$ cat src/rtl/std_div_seq.sv
// Unsigned iterative restoring divider with go/done handshake; one quotient bit per cycle.
// Optional macro STD_DIV_SEQ_ZERO_SKIP_EN finishes a divide-by-zero in one cycle.
module std_div_seq #(
  parameter int unsigned WIDTH = 32
) (
  input  logic             clk,
  input  logic             reset,
  input  logic             go,
  input  logic [WIDTH-1:0] left,
  input  logic [WIDTH-1:0] right,
  output logic [WIDTH-1:0] out_quotient,
  output logic [WIDTH-1:0] out_remainder,
  output logic             done
);

  localparam int unsigned CW = $clog2(WIDTH + 1);

  typedef enum logic [1:0] {
    S_IDLE,
    S_RUN,
    S_DONE
  } state_t;

  state_t           state_q, state_d;
  logic [WIDTH-1:0] dividend_q, dividend_d;
  logic [WIDTH-1:0] divisor_q, divisor_d;
  logic [WIDTH-1:0] rem_q, rem_d;
  logic [WIDTH-1:0] quot_q, quot_d;
  logic [WIDTH-1:0] remo_q, remo_d;
  logic [CW-1:0]    count_q, count_d;
  logic             done_q, done_d;

  logic [WIDTH:0]   trial;
  logic             fits;
  logic [WIDTH-1:0] step_rem;
  logic [WIDTH-1:0] step_div;

  // Trial is one bit wider than the remainder so the compare never overflows;
  // when it fits, the difference is below the divisor and fits in WIDTH bits.
  always_comb begin
    trial    = {rem_q, dividend_q[WIDTH-1]};
    fits     = (trial >= {1'b0, divisor_q});
    step_rem = fits ? (trial[WIDTH-1:0] - divisor_q) : trial[WIDTH-1:0];
    step_div = {dividend_q[WIDTH-2:0], fits};
  end

  always_comb begin
    state_d    = state_q;
    dividend_d = dividend_q;
    divisor_d  = divisor_q;
    rem_d      = rem_q;
    quot_d     = quot_q;
    remo_d     = remo_q;
    count_d    = count_q;
    done_d     = 1'b0;
    case (state_q)
      S_IDLE: begin
        if (go) begin
          dividend_d = left;
          divisor_d  = right;
          rem_d      = '0;
          count_d    = CW'(WIDTH);
          state_d    = S_RUN;
`ifdef STD_DIV_SEQ_ZERO_SKIP_EN
          if (right == '0) begin
            quot_d  = '1;
            remo_d  = left;
            done_d  = 1'b1;
            state_d = S_DONE;
          end
`endif
        end
      end
      S_RUN: begin
        dividend_d = step_div;
        rem_d      = step_rem;
        count_d    = count_q - CW'(1);
        if (count_q == CW'(1)) begin
          quot_d  = step_div;
          remo_d  = step_rem;
          done_d  = 1'b1;
          state_d = S_DONE;
        end
      end
      S_DONE: begin
        state_d = S_IDLE;
      end
      default: begin
        state_d = S_IDLE;
      end
    endcase
  end

  always_ff @(posedge clk) begin
    if (reset) begin
      state_q    <= S_IDLE;
      dividend_q <= '0;
      divisor_q  <= '0;
      rem_q      <= '0;
      quot_q     <= '0;
      remo_q     <= '0;
      count_q    <= '0;
      done_q     <= 1'b0;
    end else begin
      state_q    <= state_d;
      dividend_q <= dividend_d;
      divisor_q  <= divisor_d;
      rem_q      <= rem_d;
      quot_q     <= quot_d;
      remo_q     <= remo_d;
      count_q    <= count_d;
      done_q     <= done_d;
    end
  end

`ifdef STD_DIV_SEQ_ZERO_SKIP_EN
  always_ff @(posedge clk) begin
    if (!reset && state_q == S_IDLE && go && right == '0) begin
      $error("std_div_seq: divide by zero");
    end
  end
`endif

  assign out_quotient  = quot_q;
  assign out_remainder = remo_q;
  assign done          = done_q;

endmodule

$ cat config.mk
export PLATFORM = sky130hd
export DESIGN_NAME = std_div_seq
export DESIGN_NICKNAME = d
export VERILOG_FILES = /design/src/rtl/std_div_seq.sv
export SDC_FILE = /design/constraint.sdc
export NUM_CORES = 1
export LEC_CHECK = 0
export ABC_AREA = 1
export BUFFER_PORTS_ARGS = -buffer_cell sky130_fd_sc_hd__buf_2
export CAP_MARGIN = 20
export CORE_AREA = 5 5 150 152
export DETAILED_ROUTE_END_ITERATION = 8
export DIE_AREA = 0 0 155 157
export SYNTH_ARGS = -nofsm -noshare
export SYNTH_HDL_FRONTEND = slang
export SYNTH_SLANG_ARGS = --single-unit
$ cat constraint.sdc
create_clock -name clk -period 3.5 [get_ports clk]
set_input_delay 0.35 -clock clk [delete_from_list [all_inputs] [get_ports clk]]
set_output_delay 0.35 -clock clk [all_outputs]
set_load 0.05 [all_outputs]
==> flow_metrics.py, run 1 <==
metrics = {
    "route": {
        "via_per_inst": 4.96,
        "drt_iter0_drc": 601,
        "route.vias.total": 8740,
        "finalWirelength_um": 26700,
        "dr.pass1.iters": 5,
        "ant_nets": 0,
        "drc": 0,
        "routedWlPerCell_um": 15.1,
    },
    "logic_synthesis": {
        "synthDistinctLibCells": 41,
        "ys_warn_count": 0,
        "synth_seq_area_share": 0.365,
        "synth_cells": 1377,
        "async_flop_share": 0,
        "synth_area_um2": 9260,
        "syn_area_per_cell_um2": 6.72,
        "yosys_register_bits": 169,
        "synth_ff_type": "dfxtp_1",
        "syn_nets": 1479,
        "synth-edff-count": 0,
    },
    "job": {
        "maxCapViolCount": 0,
    },
    "power_and_ir_drop": {
        "comb_power_share": 0.317,
        "power.share.clock": 0.327,
        "internal_power_mw": 3.68,
        "cellLeakagePower_nw": 5.23,
        "swShare": 0.380,
        "power_density_nw_per_um2": 557,
        "power_frac_seq": 0.356,
        "p_switching_mw": 2.26,
        "max-vdd-ir-drop_mv": 0.370,
        "power_mw": 5.93,
    },
    "sta": {
        "worst_slack_ns": 0.899,
        "fin_skew_ns": 0.0150,
        "setup_viol": 0,
        "period_share": 0.743,
        "clock.fmax_mhz": 385,
        "hold_slack_ns": 0.155,
        "worst_slew_pin_slew_ns": 0.825,
        "slew_viol_final": 0,
        "rsz0062_at_grt": "no",
        "fin_tns_setup_ns": 0,
        "post-route-min-period_ns": 2.60,
        "hold_violations": 0,
        "slew_headroom": 0.449,
    },
    "placed_design": {
        "place_congestion": 0.910,
        "io_buffers": 131,
        "dp.cells": 1732,
        "pre_cts_slack_ns": 0.928,
        "placed_area_um2": 10100,
        "post-dp-hpwl_um": 19200,
    },
    "die": {
        "die_h_um": 157,
        "initial_core_util": 0.443,
        "row_count": 53,
        "die_area_um2": 24300,
        "coreArea_um2": 20900,
        "ioPinCount": 132,
        "die_w_um": 155,
    },
    "critical_path": {
        "cp_cell_sequence": "inv_1, ha_1, nand2_2, inv_1, nand2_1, nand2_1, nand2_1, nand3_2, nand2_2, nand2_4, nand2_4, nand2_8, inv_6, nand2_1, nand2_1, nand2_1, a21oi_1",
        "slowest_stage": "ha_1",
        "crit_arrival_ns": 2.96,
        "end_kind": "flop",
        "max_stage_delay_ns": 0.40,
        "rr_endpoint": "rem_q[14]",
        "critPathMostFrequentCell": "nand2_1",
        "reg2reg_slack_ns": 0.90,
        "cp.required_ns": 3.86,
        "crit_path_start_kind": "flop",
        "rr_startpoint": "divisor_q[3]",
        "criticalPathCategory": "reg -> reg",
        "reg2reg_depth": 17,
        "critical_path.max_fanout": 36,
    },
    "final_layout": {
        "drive_above_1_share": 0.175,
        "insertedDiodeCount": 0,
        "final_cell_mix": "nand2_1 (431), inv_1 (177), dfxtp_1 (169), buf_2 (130), nor2_1 (106)",
        "fin_util": 0.510,
        "final_nets": 1578,
        "num-fill-cells": 2136,
        "fin_cells": 1763,
        "final_area_um2": 10700,
        "final_common_cell": "nand2_1",
        "synthToLayoutAreaGrowth_pct": 15.1,
    },
    "min_path": {
        "min_from": "left[23]",
        "hold_path_end": "dividend_q[23]",
        "hold_class": "in -> reg",
        "hold_depth": 3,
    },
    "global_route": {
        "grt_pass1_wl_um": 43500,
        "grt_max_degree": 56,
        "antenna_found_initial": 1,
        "grt_use_total": 0.221,
        "grt_overflow_total": 0,
        "first_global_vias": 8406,
    },
    "clock_tree": {
        "cts-root-buf": "clkbuf_16",
        "clock_path_buffers": 2,
        "cts_setup_buffers": 0,
        "clk_pin_slew_ns": 0.07,
        "cts.hold.buffers_added": 0,
        "insertion_delay_ns": 0.44,
        "cts_made_buffers": 17,
        "clock_sinks": 169,
        "cts_tree": "done",
        "post_cts_resized": 0,
        "htreeDepth": 4,
    },
    "status": {
        "status": "finished clean",
    },
}
## worst max path at each step
stage                         startpoint        end  slack, ns  depth (start not counted)
after floorplan           dividend_q[31]  rem_q[16]       1.40                         15
after global placement      divisor_q[8]  rem_q[24]       0.93                         17
after detailed placement    divisor_q[8]  rem_q[20]       0.93                         17
after CTS                      rem_q[25]  rem_q[20]       0.91                         14
after global routing        divisor_q[3]  rem_q[12]       0.63                         17
final                       divisor_q[3]  rem_q[14]       0.90                         17
## cells in the mapped netlist (5+ instances only)
master      n  area (µm²)
nand2_1   431        1620
inv_1     179         672
dfxtp_1   169        3380
nor2_1    109         409
nand3_1    79         395
a21oi_1    71         355
o21ai_0    62         310
clkbuf_1   42         158
ha_1       34         425
a31oi_1    22         138
a221oi_1   19         166
a21oi_2    16         140
nand3_2    15         150
nand2_2    14        87.6
xor2_1     14         123
inv_2       9        33.8
nand2_4     9         101
nor2_2      9        56.3
o21ai_1     9        45.0
buf_1       7        26.3
and2_1      6        37.5
nand3b_1    6        45.0
nand4_1     6        37.5
nor3_1      6        30.0
buf_2       5        25.0
buf_6       5        56.3
or2_2       5        31.3
## power by group through the flow
stage / clock (mW) / combinational [mW] / sequential (mW)
global route: 2.05 / 2.13 / 2.12
global placement: 0 / 1.86 / 2.15
floorplan: 0 / 1.44 / 2.18
CTS: 1.98 / 1.88 / 2.11
detailed placement: 0 / 1.87 / 2.15
finish: 1.94 / 1.88 / 2.11
## per-layer routing
metal | wire length, µm | track usage | part of all wire
met1 | 13300 | 0.318 | 0.50
met2 | 11800 | 0.351 | 0.44
met3 | 1150 | 0.0258 | 0.043
met4 | 470 | 0.0631 | 0.018
met5 | 0 | 0 | 0
## cell families after synthesis
logic type,Yosys count,share of synthesized area
compound gates,207,0.132
xor+xnor,14,0.0132
fa+ha+maj,35,0.0481
buf+inv,250,0.110
flops,169,0.365
simple gates,702,0.332
## final cells by class
| cell class | count | area, µm² | share of cell area |
|---|---|---|---|
| Clock buffer | 18 | 429 | 0.0403 |
| Clock inverter | 13 | 158 | 0.0148 |
| Timing Repair Buffer | 141 | 746 | 0.0700 |
| Sequential cell | 169 | 3380 | 0.318 |
| Multi-Input combinational cell | 958 | 4880 | 0.458 |
| Tap cell | 275 | 344 | 0.0323 |
| Inverter | 189 | 714 | 0.0671 |
## worst max-delay path, delay by kind of cell (launching register included)
kind                       cells  cell delay (ns)
DFF                            1             0.31
AOI/OAI and AO/OA              1             0.13
buffers and inverters          3             0.47
adders and majority gates      1             0.40
and+or+nand+nor               12             1.18
## state kept, by name (all words and copies together), names as in the netlist
signal,flops
dividend_q,32
divisor_q,32
out_quotient,32
out_remainder,32
rem_q,32
count_q,6
state_q,2
done,1
No activity file was read; power rests on OpenSTA's default activity.
==> run 2, diff against run 1 <==
- clock period: 3.5 -> 2.5 ns (I/O delays scaled with it)
==> run 2 against run 1 <==
Highest routed layer unchanged. Global-route usage hardly changed. Largest cell class unchanged. Hold slack worse by 0.10 ns. Clock skew shrank 0.0025 ns.
==> flow_metrics.py, run 2 (same netlist as run 1, synthesis figures left out) <==
metrics = {
    "sta": {
        "hold_slack_ns": 0.0514,
        "fin_tns_setup_ns": 0,
        "worst_slack_ns": 0.167,
        "period_share": 0.933,
        "rsz0062_at_grt": "yes",
        "clock.fmax_mhz": 429,
        "slew_headroom": 0.413,
        "slew_viol_final": 0,
        "worst_slew_pin_slew_ns": 0.881,
        "fin_skew_ns": 0.0125,
        "hold_violations": 0,
        "post-route-min-period_ns": 2.33,
        "setup_viol": 0,
    },
    "clock_tree": {
        "clock_path_buffers": 2,
        "cts.hold.buffers_added": 0,
        "cts_made_buffers": 17,
        "cts-root-buf": "clkbuf_16",
        "clk_pin_slew_ns": 0.08,
        "clock_sinks": 169,
        "cts_tree": "done",
        "htreeDepth": 4,
        "insertion_delay_ns": 0.44,
    },
    "critical_path": {
        "crit_arrival_ns": 2.67,
        "reg2reg_slack_ns": 0.17,
        "criticalPathCategory": "reg -> reg",
        "crit_path_start_kind": "flop",
        "end_kind": "flop",
        "critical_path.max_fanout": 8,
        "cp.required_ns": 2.84,
    },
    "die": {
        "die_w_um": 155,
        "die_h_um": 157,
        "coreArea_um2": 20900,
        "die_area_um2": 24300,
        "ioPinCount": 132,
        "row_count": 53,
        "initial_core_util": 0.443,
    },
    "placed_design": {
        "pre_cts_slack_ns": 0.103,
        "post-dp-hpwl_um": 19700,
        "place_congestion": 0.928,
        "dp.cells": 1757,
        "io_buffers": 131,
    },
    "route": {
        "routedWlPerCell_um": 15.0,
        "route.vias.total": 8919,
        "via_per_inst": 4.98,
        "dr.pass1.iters": 7,
        "drc": 0,
        "drt_iter0_drc": 566,
        "finalWirelength_um": 26800,
        "ant_nets": 0,
    },
    "final_layout": {
        "multi_input_area_um2": 4910,
        "final_common_cell": "nand2_1",
        "num-fill-cells": 2216,
        "synthToLayoutAreaGrowth_pct": 17.6,
        "insertedDiodeCount": 0,
        "final_cell_mix": "nand2_1 (429), inv_1 (177), dfxtp_1 (169), buf_2 (130), nor2_1 (106)",
        "fin_cells": 1790,
        "final_nets": 1604,
        "drive_above_1_share": 0.196,
        "seq_area_um2": 3380,
    },
    "global_route": {
        "first_global_vias": 8534,
        "antenna_found_initial": 0,
        "grt_pass1_wl_um": 43600,
        "grt_max_degree": 70,
        "grt_overflow_total": 0,
        "grt_use_total": 0.221,
    },
    "power_and_ir_drop": {
        "cellLeakagePower_nw": 5.35,
        "power_density_nw_per_um2": 776,
        "power_mw": 8.44,
        "max-vdd-ir-drop_mv": 0.592,
    },
    "status": {
        "status": "finished clean",
    },
    "min_path": {
        "hold_class": "in -> reg",
    },
    "job": {
        "maxCapViolCount": 0,
    },
}
==> run 2: power breakdown <==
part	total, mW	switching [mW]	internal (mW)
logic	2.82	1.90	0.924
registers	2.95	0.0964	2.85
clock network	2.67	1.32	1.35
total	8.44	3.31	5.13
==> run 2: area by class of cell <==
cell class	instances	area share
clock inverters	15	0.0154
multi-input cells	958	0.451
flip-flops and latches	169	0.311
well taps	275	0.0316
inverters	189	0.0659
clock buffers	17	0.0391
repair buffers	167	0.0864
==> run 2: layer usage <==
metal / wire, µm / GRT usage
met1: 13300 / 0.317
met2: 12000 / 0.353
met3: 1250 / 0.0289
met4: 329 / 0.0568
met5: 0 / 0
==> run 2: through the flow <==
step            util  cell area [µm²]
3_3_place_gp   0.491            10300
5_1_grt        0.521            10900
4_1_cts        0.519            10800
3_5_place_dp   0.491            10300
2_1_floorplan      -             9260
6_report       0.521            10900
==> run 2: path summary, 6_finish.rpt <==
path	from	to	depth (start not counted)
hold / removal	left[24]	dividend_q[24]	3
setup reg to reg	divisor_q[28]	out_remainder[25]	16
hold reg to reg	divisor_q[21]	divisor_q[21]	2
setup / recovery	divisor_q[28]	out_remainder[25]	16
==> run 2: repair_timing <==
action / 4_1_cts / 5_1_grt
endpoints found under the setup margin: 0 / 35
gates resized for setup: 0 / 10
setup buffers: 0 / 1
==> run 2: critical path, stage by stage (launching register included) <==
cell and delay, ns:
dfxtp_1 0.31, inv_1 0.06, ha_1 0.35, nand2_2 0.13, inv_2 0.03, nand2_1 0.05, nand3_1 0.10, a21oi_1 0.17
nand2_1 0.11, nor2_4 0.15, nand2_8 0.09, buf_4 0.18, or2_2 0.29, nand2_1 0.06, nand2_1 0.04, nand2_1 0.07
inv_1 0.03
